==> src/rtl/sgpio_led_chain_if.sv <==
// Request bus between the status/debug logic and the SGPIO LED chain driver.
// The producer drives the word and strobe; the driver reports activity back.
interface sgpio_led_chain_if #(
    parameter int unsigned P_NUMBER_LEDS = 8
);
    logic [P_NUMBER_LEDS-1:0] i_data;
    logic                     i_valid;
    logic                     o_busy;
    logic                     o_frame_done;

    modport master (
        output i_data,
        output i_valid,
        input  o_busy,
        input  o_frame_done
    );

    modport slave (
        input  i_data,
        input  i_valid,
        output o_busy,
        output o_frame_done
    );
endinterface

==> src/rtl/sgpio_led_chain.sv <==
// Serialises an LED word onto a chain of 74LV164D shift registers (DSA/DSB, CP, MR_N),
// with CP divider, bit-order select, latest-wins buffering, change suppression and refresh.
module sgpio_led_chain #(
    parameter int unsigned P_NUMBER_LEDS    = 8,
    parameter int unsigned P_HALF_DIV       = 100,
    parameter int unsigned P_MR_CYCLES      = 20,
    parameter int unsigned P_MSB_FIRST      = 1,
    parameter int unsigned P_REFRESH_CYCLES = 0
) (
    input  logic                  aclk,
    input  logic                  areset,
    input  logic                  en,
    sgpio_led_chain_if.slave      bus,
    output logic                  SGPIO_FPGA_DBG_CPU0_DATA,
    output logic                  SGPIO_FPGA_DBG_RST_N,
    output logic                  SGPIO_FPGA_DBG_CLK_100k
);
    localparam int unsigned CntMax = (P_HALF_DIV > P_MR_CYCLES) ? P_HALF_DIV : P_MR_CYCLES;
    localparam int unsigned CntW   = $clog2(CntMax + 1);
    localparam int unsigned BitW   = $clog2(P_NUMBER_LEDS + 1);
    localparam int unsigned RefW   = $clog2(P_REFRESH_CYCLES + 2);

    localparam logic [CntW-1:0] HalfLast = CntW'(P_HALF_DIV - 1);
    localparam logic [CntW-1:0] MrLast   = CntW'(P_MR_CYCLES - 1);
    localparam logic [BitW-1:0] BitLast  = BitW'(P_NUMBER_LEDS - 1);
    localparam logic [RefW-1:0] RefLast  = RefW'(P_REFRESH_CYCLES - 1);

    typedef enum logic [2:0] {StClear, StIdle, StLow, StHigh, StDisabled} state_e;

    state_e                   state_q, state_d;
    logic                     en_meta_q, en_sync_q;
    logic [CntW-1:0]          cnt_q, cnt_d;
    logic [BitW-1:0]          bit_cnt_q, bit_cnt_d;
    logic [RefW-1:0]          ref_cnt_q, ref_cnt_d;
    logic [P_NUMBER_LEDS-1:0] shift_q, shift_d;
    logic [P_NUMBER_LEDS-1:0] snap_q, r_req_q, r_shown_q;
    logic                     data_q, data_d, cp_q, cp_d, mr_n_q, mr_n_d;
    logic                     busy_q, busy_d, done_q, done_d;
    logic                     half_done, ref_hit, frame_start, frame_end, cur_bit;

    assign half_done   = (cnt_q == HalfLast);
    assign ref_hit     = (P_REFRESH_CYCLES != 0) && (ref_cnt_q == RefLast);
    assign frame_start = (state_q == StIdle) && (state_d == StLow);
    assign frame_end   = (state_q == StHigh) && (state_d == StIdle);

    // Synchroniser resets high so a board with en tied high clears the chain from release.
    always_ff @(posedge aclk or posedge areset) begin
        if (areset) begin
            en_meta_q <= 1'b1;
            en_sync_q <= 1'b1;
        end else begin
            en_meta_q <= en;
            en_sync_q <= en_meta_q;
        end
    end

    always_ff @(posedge aclk or posedge areset) begin
        if (areset) state_q <= StClear;
        else        state_q <= state_d;
    end

    always_comb begin
        state_d = state_q;
        if (!en_sync_q) begin
            state_d = StDisabled;
        end else begin
            case (state_q)
                StDisabled: state_d = StClear;
                StClear:    if (cnt_q == MrLast) state_d = StIdle;
                StIdle:     if ((r_req_q != r_shown_q) || ref_hit) state_d = StLow;
                StLow:      if (half_done) state_d = StHigh;
                StHigh: begin
                    if (half_done) state_d = (bit_cnt_q == BitLast) ? StIdle : StLow;
                end
                default:    state_d = StClear;
            endcase
        end
    end

    always_comb begin
        cnt_d = '0;
        if ((state_d == state_q) && (state_q inside {StClear, StLow, StHigh})) begin
            cnt_d = cnt_q + 1'b1;
        end
        ref_cnt_d = '0;
        if ((P_REFRESH_CYCLES != 0) && (state_q == StIdle) && (state_d == StIdle)) begin
            ref_cnt_d = ref_cnt_q + 1'b1;
        end
        bit_cnt_d = bit_cnt_q;
        shift_d   = shift_q;
        if (frame_start) begin
            bit_cnt_d = '0;
            shift_d   = r_req_q;
        end else if ((state_q == StHigh) && (state_d == StLow)) begin
            bit_cnt_d = bit_cnt_q + 1'b1;
            shift_d   = (P_MSB_FIRST != 0) ? (shift_q << 1) : (shift_q >> 1);
        end
        cur_bit = (P_MSB_FIRST != 0) ? shift_d[P_NUMBER_LEDS-1] : shift_d[0];
    end

    // Outputs are decoded from the next state so the pins come straight from flops.
    always_comb begin
        data_d = (state_d inside {StLow, StHigh}) && cur_bit;
        cp_d   = (state_d == StHigh);
        mr_n_d = !(state_d inside {StClear, StDisabled});
        busy_d = (state_d != StIdle);
        done_d = frame_end;
    end

    always_ff @(posedge aclk or posedge areset) begin
        if (areset) begin
            cnt_q     <= '0;
            bit_cnt_q <= '0;
            ref_cnt_q <= '0;
            shift_q   <= '0;
            snap_q    <= '0;
            r_req_q   <= '0;
            r_shown_q <= '0;
            data_q    <= 1'b0;
            cp_q      <= 1'b0;
            mr_n_q    <= 1'b0;
            busy_q    <= 1'b1;
            done_q    <= 1'b0;
        end else begin
            cnt_q     <= cnt_d;
            bit_cnt_q <= bit_cnt_d;
            ref_cnt_q <= ref_cnt_d;
            shift_q   <= shift_d;
            if (frame_start) snap_q <= r_req_q;
            if (bus.i_valid) r_req_q <= bus.i_data;
            if (state_q == StClear) r_shown_q <= '0;
            else if (frame_end)     r_shown_q <= snap_q;
            data_q    <= data_d;
            cp_q      <= cp_d;
            mr_n_q    <= mr_n_d;
            busy_q    <= busy_d;
            done_q    <= done_d;
        end
    end

    assign SGPIO_FPGA_DBG_CPU0_DATA = data_q;
    assign SGPIO_FPGA_DBG_CLK_100k  = cp_q;
    assign SGPIO_FPGA_DBG_RST_N     = mr_n_q;
    assign bus.o_busy               = busy_q;
    assign bus.o_frame_done         = done_q;
endmodule

==> src/flat_wrapper.sv <==
// flat-port wrapper written by rule: the top's interface ports become plain ports
module sgpio_led_chain_flat 
#(
    parameter int unsigned P_NUMBER_LEDS    = 8,
    parameter int unsigned P_HALF_DIV       = 100,
    parameter int unsigned P_MR_CYCLES      = 20,
    parameter int unsigned P_MSB_FIRST      = 1,
    parameter int unsigned P_REFRESH_CYCLES = 0
)
  (aclk, areset, en, SGPIO_FPGA_DBG_CPU0_DATA, SGPIO_FPGA_DBG_RST_N, SGPIO_FPGA_DBG_CLK_100k, bus_i_data, bus_i_valid, bus_o_busy, bus_o_frame_done);
  sgpio_led_chain_if #(.P_NUMBER_LEDS(P_NUMBER_LEDS)) bus_i ();
  input  logic aclk;
  input  logic areset;
  input  logic en;
  output logic SGPIO_FPGA_DBG_CPU0_DATA;
  output logic SGPIO_FPGA_DBG_RST_N;
  output logic SGPIO_FPGA_DBG_CLK_100k;
  input wire logic [$bits(bus_i.i_data)-1:0] bus_i_data;
  input wire logic [$bits(bus_i.i_valid)-1:0] bus_i_valid;
  output wire logic [$bits(bus_i.o_busy)-1:0] bus_o_busy;
  output wire logic [$bits(bus_i.o_frame_done)-1:0] bus_o_frame_done;
  assign bus_i.i_data = bus_i_data;
  assign bus_i.i_valid = bus_i_valid;
  assign bus_o_busy = bus_i.o_busy;
  assign bus_o_frame_done = bus_i.o_frame_done;
  sgpio_led_chain #(.P_NUMBER_LEDS(P_NUMBER_LEDS), .P_HALF_DIV(P_HALF_DIV), .P_MR_CYCLES(P_MR_CYCLES), .P_MSB_FIRST(P_MSB_FIRST), .P_REFRESH_CYCLES(P_REFRESH_CYCLES)) u_core (.aclk(aclk), .areset(areset), .en(en), .bus(bus_i), .SGPIO_FPGA_DBG_CPU0_DATA(SGPIO_FPGA_DBG_CPU0_DATA), .SGPIO_FPGA_DBG_RST_N(SGPIO_FPGA_DBG_RST_N), .SGPIO_FPGA_DBG_CLK_100k(SGPIO_FPGA_DBG_CLK_100k));
endmodule
==> config.mk <==
export PLATFORM = sky130hd
export DESIGN_NAME = sgpio_led_chain_flat
export DESIGN_NICKNAME = d
export VERILOG_FILES = /design/src/rtl/sgpio_led_chain_if.sv /design/src/rtl/sgpio_led_chain.sv /design/src/flat_wrapper.sv
export SDC_FILE = /design/constraint.sdc
export NUM_CORES = 1
export LEC_CHECK = 0
export CORE_MARGIN = 5
export CORE_UTILIZATION = 57
export DETAILED_ROUTE_END_ITERATION = 8
export PLACE_DENSITY = 0.78
export SKIP_LAST_GASP = 1
export SYNTH_ARGS = -nofsm -noshare
export SYNTH_HDL_FRONTEND = slang
export SYNTH_SLANG_ARGS = --single-unit
==> constraint.sdc <==
create_clock -name aclk -period 4.7 [get_ports aclk]
set_input_delay 0.47 -clock aclk [delete_from_list [all_inputs] [get_ports aclk]]
set_output_delay 0.47 -clock aclk [all_outputs]
set_load 0.02 [all_outputs]
---- Yosys cells after proc, flatten, opt, wreduce, memory -nomap -nowiden ----
Cells that the tools add are included.
cells by class
  reduce and logical (&&, ||, !) cells .... 13
  muxes and demuxes ....................... 14
  add/sub/neg operators ................... 2
  equality and inequality tests ........... 13
operators with widths
  cell                                                    count
  2-to-1 mux 8 bit                                        4
  2-to-1 mux 3 bit                                        5
  equality test 3 x 2 -> 1 bit (second input constant)    4
  one-hot mux 3 bit (4 select lines)                      1
  2-to-1 mux 4 bit                                        2
  inequality test 8 bit                                   1
  nonzero test 2 bit                                      4
  adder 7 x 1 -> 7 bit (second input constant)            1
  equality test 7 x 5 -> 1 bit (second input constant)    1
  equality test 7 bit (second input constant)             1
  2-to-1 mux 7 bit                                        1
  equality test 3 x 1 -> 1 bit (second input constant)    2
  logical NOT 3 bit                                       2
  logical AND 1 bit                                       5
  adder 4 x 1 -> 4 bit (second input constant)            1
  equality test 4 x 3 -> 1 bit (second input constant)    1
  equality test 3 bit                                     1
  equality test 3 bit (second input constant)             1
  inequality test 3 x 1 -> 1 bit (second input constant)  1
  nonzero test 3 bit                                      1
  2-to-1 mux 2 bit                                        1
  logical NOT 1 bit                                       1
word-level totals
  register bits after elaboration ......... 53
  logic and storage cells ................. 57
  output and inout bits ................... 5

---- Depth between registers and ports, before layout ----
Gate-level depths: netlist of run 1.
  depth in word-level cells ............... 10
  depth in mapped cells ................... 7
  depth with buffers taken out ............ 6

---- Worst setup path before layout of run 1 ----
OpenSTA, ideal clock, no wires.
  path type ............................... reg-to-reg
  from .................................... reg u_core.cnt_q[0]
  to ...................................... reg u_core.r_shown_q[0]
  cell stages (with the launch flop) ...... 7
  slack ................................... 2.783 ns
  buffers on the path ..................... 0
  data required time ...................... 4.575 ns
  setup time .............................. 0.125 ns
  arrival ................................. 1.792 ns
  path through ............................ dfrtp_1 -> ha_1 -> or3b_4 -> nor2_1 -> a31oi_1 -> nor2_4 -> mux2_2
on the way
  word-level cells in the longest chain between the ends .. 7
ends and longest elaborated chain
  item                                                                        line                                                                 source
  from (decl)                                                                 sgpio_led_chain.sv:32                                                logic [CntW-1:0] cnt_q, cnt_d;
  from (signal assigned)                                                      sgpio_led_chain.sv:125                                               cnt_q <= cnt_d;
  equality test 7 bit / equality test 7 x 5 -> 1 bit (equally long branches)  sgpio_led_chain.sv:41, sgpio_led_chain.sv:69
  2-to-1 mux 3 bit, on equally long branches                                  sgpio_led_chain.sv:73, sgpio_led_chain.sv:69, sgpio_led_chain.sv:71
  one-hot mux 3 bit (4 select lines) *                                        sgpio_led_chain.sv:67                                                case (state_q)
  2-to-1 mux 3 bit *                                                          sgpio_led_chain.sv:64                                                if (!en_sync_q) begin
  equality test 3 x 1 -> 1 bit *                                              sgpio_led_chain.sv:44                                                assign frame_end = (state_q == StHigh) && (state_d == StIdle);
  logical AND 1 bit *                                                         sgpio_led_chain.sv:44
  net u_core.done_d                                                           sgpio_led_chain.sv:38                                                logic busy_q, busy_d, done_q, done_d;
  nonzero test 2 bit (no source line) *                                       --
  to (signal assigned)                                                        sgpio_led_chain.sv:132                                               else if (frame_end) r_shown_q <= snap_q;
  to (decl)                                                                   sgpio_led_chain.sv:36                                                logic [P_NUMBER_LEDS-1:0] snap_q, r_req_q, r_shown_q;
The timed path passes the listed nets; every way through them passes the cells marked *.
A chain may end at the register's enable or synchronous reset.

---- Worst setup path in the final report of run 1 ----
  from .................................... reg u_core.cnt_q[0]
  to ...................................... reg u_core.shift_q[5]
on the way
  word-level cells in the longest chain between the ends .. 7
ends and longest elaborated chain
  item                                                                        line                                                                 source
  equality test 7 bit / equality test 7 x 5 -> 1 bit (equally long branches)  sgpio_led_chain.sv:41, sgpio_led_chain.sv:69
  2-to-1 mux 3 bit, on equally long branches                                  sgpio_led_chain.sv:73, sgpio_led_chain.sv:69, sgpio_led_chain.sv:71
  one-hot mux 3 bit (4 select lines) *                                        sgpio_led_chain.sv:67
  2-to-1 mux 3 bit *                                                          sgpio_led_chain.sv:64
  equality test 3 x 2 -> 1 bit *                                              sgpio_led_chain.sv:43, sgpio_led_chain.sv:94
  logical AND 1 bit, on equally long branches                                 sgpio_led_chain.sv:43, sgpio_led_chain.sv:94
  2-to-1 mux 8 bit / nonzero test 2 bit (equally long branches)               --
  to (signal assigned)                                                        sgpio_led_chain.sv:128                                               shift_q <= shift_d;
  to (decl)                                                                   sgpio_led_chain.sv:35                                                logic [P_NUMBER_LEDS-1:0] shift_q, shift_d;
Mark *: on every way between the ends. The rest lies on a longest branch, timed or not.

==> metrics.log, run 1 <==
INFO  metric floorplan.initialDensity = 58.6%
INFO  metric io_pins = 17
INFO  metric numClockSinks = 53
INFO  metric clock_tree.root_cell = clkbuf_8
INFO  metric synth-compound-area-share = 8.85%
INFO  metric power.density_cell_area = 299 nW/µm²
INFO  metric path_cells = ha_1 -> or3b_4 -> nor4_4 -> nor2_1 -> a221o_1
INFO  metric design.die.area = 5500 µm²
INFO  metric groute.usage.overall = 18.7%
INFO  metric die-height = 74.2 µm
INFO  metric synthXorXnorAreaFrac = 5.60%
INFO  metric first_global_vias = 1,636
INFO  metric synthesized_instance_count = 185
INFO  metric ir_worst_vdd = 0.000178 V
INFO  metric slew_viol_final = 0
INFO  metric routedWlPerCell = 17.9 µm
INFO  metric first_pass_iters = 4
INFO  metric hpwl = 3080 µm
INFO  metric postSynth.asyncResetShare = 100%
INFO  metric max-slew-margin-rel = 20.4%
INFO  metric floorplan.core_area = 4000 µm²
INFO  metric final.period_utilization = 52.9%
INFO  metric totalPowerFinal = 0.000792 W
INFO  metric routed_via_density = 6.04
INFO  metric slew_worst_pin = 1.18 ns
INFO  metric synth_simple_gate_area_share = 15.6%
INFO  metric critical-path-top-delay-family = simple AND/OR/NAND/NOR gates
INFO  metric post_cts_sizing_count = 0
INFO  metric syn_nets = 199
INFO  metric synth-adder-area-share = 1.07%
INFO  metric worst_skew_pair.late_latency = 0.30 ns
INFO  metric dp_cells = 247
INFO  metric crit_buf_inv = 0
INFO  metric ys_types = 44
INFO  metric design.final.nets = 218
INFO  metric main_combinational_cell_family_by_area_after_synthesis = simple AND/OR/NAND/NOR gates
INFO  metric achievable-frequency = 0.402 GHz
INFO  metric hp-class = reg -> reg
INFO  metric postSynth.topFlopCell = dfrtp_1
INFO  metric die_w = 74.2 µm
INFO  metric fin_worst_skew = 0.0103 ns
INFO  metric finalSetupViolations = 0
INFO  metric setup_slack = 2.21 ns
INFO  metric synth_warnings = 0
INFO  metric yosys-top-cells-area = dfrtp_1 (53%), mux2_2 (10%), xor2_1 (4.5%)
INFO  metric finish.cell_count_without_fillers = 255
INFO  metric place_worst_setup_slack = 2.25 ns
INFO  metric count_of_final_hold_check_violations = 0
INFO  metric total_leakage_power = 1.24 nW
INFO  metric cts_post_setup_buffers_inserted = 0
INFO  metric clock_tree_buf_depth = 2
INFO  metric maxcap_violations = 0
INFO  metric num_vias = 1,540
INFO  metric startpoint_type = register
INFO  metric worst-endpoint-required = 4.89 ns
INFO  metric synth_mux_area_share = 10.5%
INFO  metric clk_pin_slew = 0.09 ns
INFO  metric post_route_cells_drive_above_1_share = 19.5%
INFO  metric outcome = complete, no violations
INFO  metric ys_seq_elements = 53
INFO  metric post-route-drc-count = 0
INFO  metric cts-htree-levels = 2
INFO  metric gp_congestion = 0.789
INFO  metric syn_to_final_growth = 13.1%
INFO  metric synth.largest_area_cell = dfrtp_1
INFO  metric cp.arrival = 2.68 ns
INFO  metric syn_avg_cell_area = 12.7 µm²
INFO  metric grt_overflow_total = 0
INFO  metric yosysTopAreaCellShare = 53.3%
INFO  metric timing.setup.tns = 0 ns
INFO  metric grt_max_degree = 54
INFO  metric initial_antenna_violation_count = 0
INFO  metric final.fill_count = 292
INFO  metric slowest_delay = 0.70 ns
INFO  metric grt_first_pass_wirelength = 7790 µm
INFO  metric synth.cell_area = 2350 µm²
INFO  metric drtAntennaViolNets = 0
INFO  metric unrepaired_setup_endpoints_after_global_routing = no
INFO  metric cts_hold_buffers = 0
INFO  metric numPortBuffers = 16
INFO  metric cp-end-kind = register
INFO  metric synth_enable_flop_cells = 0
INFO  metric row_count = 23
INFO  metric tritoncts_clock_tree = done
INFO  metric finalCriticalPeriod = 2.49 ns
INFO  metric worstSetupPathType = reg -> reg
INFO  metric cts_inserted_buffers = 5
INFO  metric cp_slowest_cell = nor4_4
INFO  metric route.final.wire_length = 4550 µm
INFO  metric first_iter_violations = 143
INFO  metric critical_path_peak_fanout = 13
INFO  metric synth.yosys.seq_area_share = 56.7%
INFO  metric antenna_cells_inserted = 0
stage by stage:
step | util, % | cell area (µm²) | hold slack [ns]
floorplan | - | 2350 | 0.345
global placement | 63.8 | 2550 | 0.346
global route | 66.3 | 2650 | 0.366
CTS | 66.3 | 2650 | 0.366
finish | 66.3 | 2650 | 0.362
detailed placement | 63.8 | 2550 | 0.353
cell usage in the layout (no fill, tap or decap), types with 3 or more instances in the layout:
cell,count
nor4_1,4
dfstp_2,3
clkdlybuf4s50_1,16
o21ai_0,3
nor3_1,6
nor2_1,9
xnor2_1,3
a21o_1,6
nand2b_1,3
inv_1,3
and2_1,3
nor2b_1,9
a22o_1,4
a221o_1,3
xor2_1,12
mux2_2,21
dfrtp_1,50
nand2_1,7
clkbuf_8,7
area by class of cell:
type                            count  area (µm²)  share of cell area [%]
Timing Repair Buffer               17         168                    6.32
Clock inverter                      1        5.00                   0.189
Clock buffer                        7        96.3                    3.63
Sequential cell                    53        1330                    50.1
Tap cell                           50        62.6                    2.36
Multi-Input combinational cell    123         976                    36.8
Inverter                            4        15.0                   0.566
power by group:
group / internal, W / switching (W) / total (W)
clock network: 0.000133 / 0.000143 / 0.000276
logic: 0.0000195 / 0.0000209 / 0.0000403
registers: 0.000465 / 0.00000969 / 0.000475
registers in the layout, indices dropped and copies added, names as in the netlist:
name,count
u_core.r_req_q,8
u_core.r_shown_q,8
u_core.shift_q,8
u_core.snap_q,8
u_core.cnt_q,7
u_core.bit_cnt_q,4
u_core.state_q,3
u_core.SGPIO_FPGA_DBG_CLK_100k,1
u_core.SGPIO_FPGA_DBG_CPU0_DATA,1
u_core.SGPIO_FPGA_DBG_RST_N,1
u_core.bus.o_busy,1
u_core.bus.o_frame_done,1
u_core.en_meta_q,1
u_core.en_sync_q,1
synth_stat cells, types with 4 or more instances:
library cell / instances
a21o_1: 6
a22o_1: 4
dfrtp_1: 50
inv_1: 4
mux2_2: 21
nand2_1: 7
nor2_1: 9
nor2b_1: 9
nor3_1: 6
nor4_1: 4
xor2_1: 12
cells by family after synthesis:
| kind of cell | Yosys count |
|---|---|
| buffers and inverters | 9 |
| xor gates and xnor gates | 15 |
| adders and majority gates | 2 |
| DFF | 53 |
| muxes | 22 |
| and+or+nand+nor | 58 |
| AOI/OAI and AO/OA | 26 |
path summary, 6_finish.rpt:
check	slack, ns	end	start	cells past startpoint
setup / recovery	2.21	u_core.shift_q[5]	u_core.cnt_q[0]	5
hold / removal	0.36	u_core.en_sync_q	u_core.en_meta_q	0
setup reg to reg	2.21	u_core.shift_q[5]	u_core.cnt_q[0]	5
hold reg to reg	0.36	u_core.en_sync_q	u_core.en_meta_q	0
max in group asynchronous	3.29	u_core.r_shown_q[3]	areset	2
min in group asynchronous	0.74	u_core.r_shown_q[5]	areset	2
layer usage:
layer  part of all wire [%]  vias to the layer above  GRT usage [%]
li1                       -                      701              -
met1                     41                      780           23.5
met2                     53                       44           32.0
met3                    3.5                       15           3.38
met4                    2.3                        0           7.65
met5                      0                        -              0
No activity file was read; power rests on OpenSTA's default activity.
==> run 2, diff against run 1 <==
--- a/config.mk
+++ b/config.mk
@@ -6,9 +6,9 @@
 export NUM_CORES = 1
 export LEC_CHECK = 0
 export CORE_MARGIN = 5
-export CORE_UTILIZATION = 57
+export CORE_UTILIZATION = 52
 export DETAILED_ROUTE_END_ITERATION = 8
-export PLACE_DENSITY = 0.78
+export PLACE_DENSITY = 0.75
 export SKIP_LAST_GASP = 1
 export SYNTH_ARGS = -nofsm -noshare
 export SYNTH_HDL_FRONTEND = slang
==> constraint.sdc (replaced) <==
create_clock -name aclk -period 2.1 [get_ports aclk]
set_input_delay 0.21 -clock aclk [delete_from_list [all_inputs] [get_ports aclk]]
set_output_delay 0.21 -clock aclk [all_outputs]
set_load 0.02 [all_outputs]
==> run 2 against run 1 <==
Net effect:
- utilization decreased by 2.5 points
- critical path depth increased by 1
- worst setup slack lost 2.1 ns
- total power rose by 120%
- final cell count increased by 5.1%
- clock power up 100%
- wire length is 2.9% higher
- register-to-register slack got worse by 2.1 ns
- global-route usage decreased by 2.3 points
- highest routed layer unchanged
- worst hold slack worse by 0.11 ns
==> metrics.log, run 2 (same netlist as run 1, synthesis figures left out) <==
INFO  metric cts_hold_buffers = 0 (unchanged)
INFO  metric timing.setup.tns = 0 ns (unchanged)
INFO  metric hp-class = in -> async
INFO  metric most_common_cell_after_layout_fill_and_taps_aside = dfrtp_1
INFO  metric worst-r2r-setup-slack = 0.11 ns (-2.11 ns)
INFO  metric fin_worst_skew = 0.00741 ns (-0.00289 ns)
INFO  metric seq_power_share = 61.7% (+1.7 points)
INFO  metric floorplan.core_area = 4350 µm² (+8.9%)
INFO  metric switching_share = 23.2% (+1.3 points)
INFO  metric holdWs = 0.249 ns (-0.113 ns)
INFO  metric cts_inserted_buffers = 5 (unchanged)
INFO  metric cp.arrival = 2.19 ns (-0.49 ns)
INFO  metric clock_tree.root_cell = clkbuf_8
INFO  metric multi_input_comb_area = 1010 µm² (+4.0%)
INFO  metric gp_congestion = 0.838 (+6.2%)
INFO  metric cell_internal_pwr = 0.00132 W (+110%)
INFO  metric dpl-instance-area = 2630 µm² (+2.9%)
INFO  metric startpoint_type = register
INFO  metric first_pass_iters = 4 (unchanged)
INFO  metric grt_max_degree = 54 (unchanged)
INFO  metric cp-end-kind = register
INFO  metric drtAntennaViolNets = 0 (unchanged)
INFO  metric ir_worst_vdd = 0.000501 V (+180%)
INFO  metric outcome = complete, no violations
INFO  metric die_w = 77.2 µm (+4.1%)
INFO  metric final.period_utilization = 94.9% (+42 points)
INFO  metric worst_skew_pair.late_latency = 0.31 ns (about the same)
INFO  metric post_route_cells_drive_above_1_share = 25.5% (+6.0 points)
INFO  metric design.final.nets = 230 (+5.5%)
INFO  metric routed_via_density = 5.73 (-5.2%)
INFO  metric unrepaired_setup_endpoints_after_global_routing = no
INFO  metric route.final.wire_length = 4680 µm (+2.9%)
INFO  metric totalPowerFinal = 0.00172 W (+120%)
INFO  metric slew_viol_final = 0 (unchanged)
INFO  metric num_vias = 1,535 (-0.32%)
INFO  metric die-height = 77.2 µm (+4.1%)
INFO  metric crit-reg2reg-launch = u_core.cnt_q[0]
INFO  metric rr_worst_depth = 6 (+1)
INFO  metric total_leakage_power = 1.29 nW (+3.8%)
INFO  metric numPortBuffers = 16 (unchanged)
INFO  metric net-switching-power = 0.000401 W (+130%)
INFO  metric area.sequential = 1330 µm² (unchanged)
INFO  metric critical_path_peak_fanout = 5 (-8)
INFO  metric most-common-layout-cells = dfrtp_1 (50), mux2_2 (21), clkdlybuf4s50_1 (16)
INFO  metric clock_tree_buf_depth = 2 (unchanged)
INFO  metric routedWlPerCell = 17.5 µm (-2.1%)
INFO  metric max-slew-margin-rel = 70.8% (+50 points)
INFO  metric finalCriticalPeriod = 1.99 ns (-0.493 ns)
INFO  metric io_pins = 17 (unchanged)
INFO  metric maxcap_violations = 0 (unchanged)
INFO  metric share_comb_of_total_power = 5.9% (+0.8 points)
INFO  metric postLayoutCellArea = 2780 µm² (+4.7%)
INFO  metric power.density_cell_area = 621 nW/µm² (+110%)
INFO  metric syn_to_final_growth = 18.3%
INFO  metric initial_antenna_violation_count = 0 (unchanged)
INFO  metric rr_endpoint = u_core.r_shown_q[4]
INFO  metric clock_network_fraction_of_design_power = 32.4% (-2.5 points)
INFO  metric tritoncts_clock_tree = done
INFO  metric final.fill_count = 311 (+6.5%)
INFO  metric worst-endpoint-required = 2.30 ns (-2.59 ns)
INFO  metric achievable-frequency = 0.502 GHz (+25%)
INFO  metric count_of_final_hold_check_violations = 0 (unchanged)
INFO  metric antenna_cells_inserted = 0 (unchanged)
INFO  metric numClockSinks = 53 (unchanged)
INFO  metric grt_overflow_total = 0 (unchanged)
INFO  metric groute.usage.overall = 16.4% (-2.3 points)
INFO  metric worstSetupPathType = reg -> reg
INFO  metric slew_worst_pin = 0.437 ns (-0.748 ns)
INFO  metric floorplan.initialDensity = 53.9% (-4.8 points)
INFO  metric first_global_vias = 1,608 (-1.7%)
INFO  metric post-route-drc-count = 0 (unchanged)
INFO  metric design.die.area = 5950 µm² (+8.3%)
INFO  metric row_count = 24 (+4.3%)
INFO  metric cts-htree-levels = 2 (unchanged)
INFO  metric finalSetupViolations = 0 (unchanged)
INFO  metric hpwl = 3240 µm (+5.2%)
INFO  metric first_iter_violations = 125 (-13%)
INFO  metric grt_first_pass_wirelength = 7720 µm (-0.89%)
INFO  metric clk_pin_slew = 0.09 ns (about the same)
run 2: cell count changes in the layout (fill, tap and decap cells not counted):
cell        before  now
a31oi_4          0    1
buf_12           0    1
ha_1             2    1
clkinvlp_4       0    1
ha_2             0    1
nor2_1           9    7
buf_6            0    1
clkinv_4         0    1
a31oi_1          1    0
buf_4            1   10
clkinv_2         1    0
nor2_4           1    3
clkbuf_8         7    5
nor2_2           0    1
run 2: area by class of cell:
type                    count  share of cell area, %
inverters                   4                  0.541
flip-flops and latches     53                   47.9
repair buffers             28                   9.60
multi-input cells         124                   36.5
clock buffers               5                   2.48
well taps                  52                   2.34
clock inverters             2                  0.586
run 2: layer usage:
metal / GRT usage (%) / part of all wire (%)
met5: 0 / 0
met4: 6.01 / 1.2
met3: 5.15 / 4.3
met2: 27.2 / 52
met1: 19.9 / 42
run 2: worst max-delay path: stages (launching register included):
cell and delay [ns]:
dfrtp_1 0.37, ha_2 0.20, or3b_4 0.43, nor2_4 0.14
a31oi_4 0.15, nor2_4 0.23, mux2_2 0.36
run 2: worst max path at each step:
stage	from	end	slack, ns	cells past startpoint
after floorplan	u_core.cnt_q[0]	u_core.r_shown_q[0]	0.18	6
after global placement	u_core.cnt_q[0]	u_core.r_shown_q[7]	0.08	6
after detailed placement	u_core.cnt_q[0]	u_core.r_shown_q[7]	-0.001	6
after CTS	u_core.cnt_q[0]	u_core.bit_cnt_q[3]	0.005	7
after global routing	u_core.cnt_q[0]	u_core.r_shown_q[5]	0.01	6
final	u_core.cnt_q[0]	u_core.r_shown_q[4]	0.11	6
run 2: power by group through the flow:
stage / combinational, W / clock [W] / sequential (W)
6_report: 0.000101 / 0.000558 / 0.00106
5_1_grt: 0.000114 / 0.000623 / 0.00107
4_1_cts: 0.000102 / 0.000573 / 0.00107
3_5_place_dp: 0.000102 / 0 / 0.00109
3_3_place_gp: 0.0000968 / 0 / 0.00108
2_1_floorplan: 0.0000584 / 0 / 0.00108
run 2: timing repair:
item / in CTS / in global routing
pin swaps: 1 / 3
gates cloned: 0 / 1
resized for setup: 1 / 7
endpoints found under the setup margin: 9 / 19
setup buffers: 0 / 3
run 2: metrics by stage:
stage | utilization, % | cells | setup slack, ns
2_1_floorplan | - | 185 | 0.183
5_1_grt | 63.8 | 268 | 0.0125
3_5_place_dp | 60.3 | 257 | -0.00123
4_1_cts | 62.4 | 264 | 0.00491
6_report | 63.8 | 268 | 0.106
3_3_place_gp | 60.3 | 257 | 0.0793
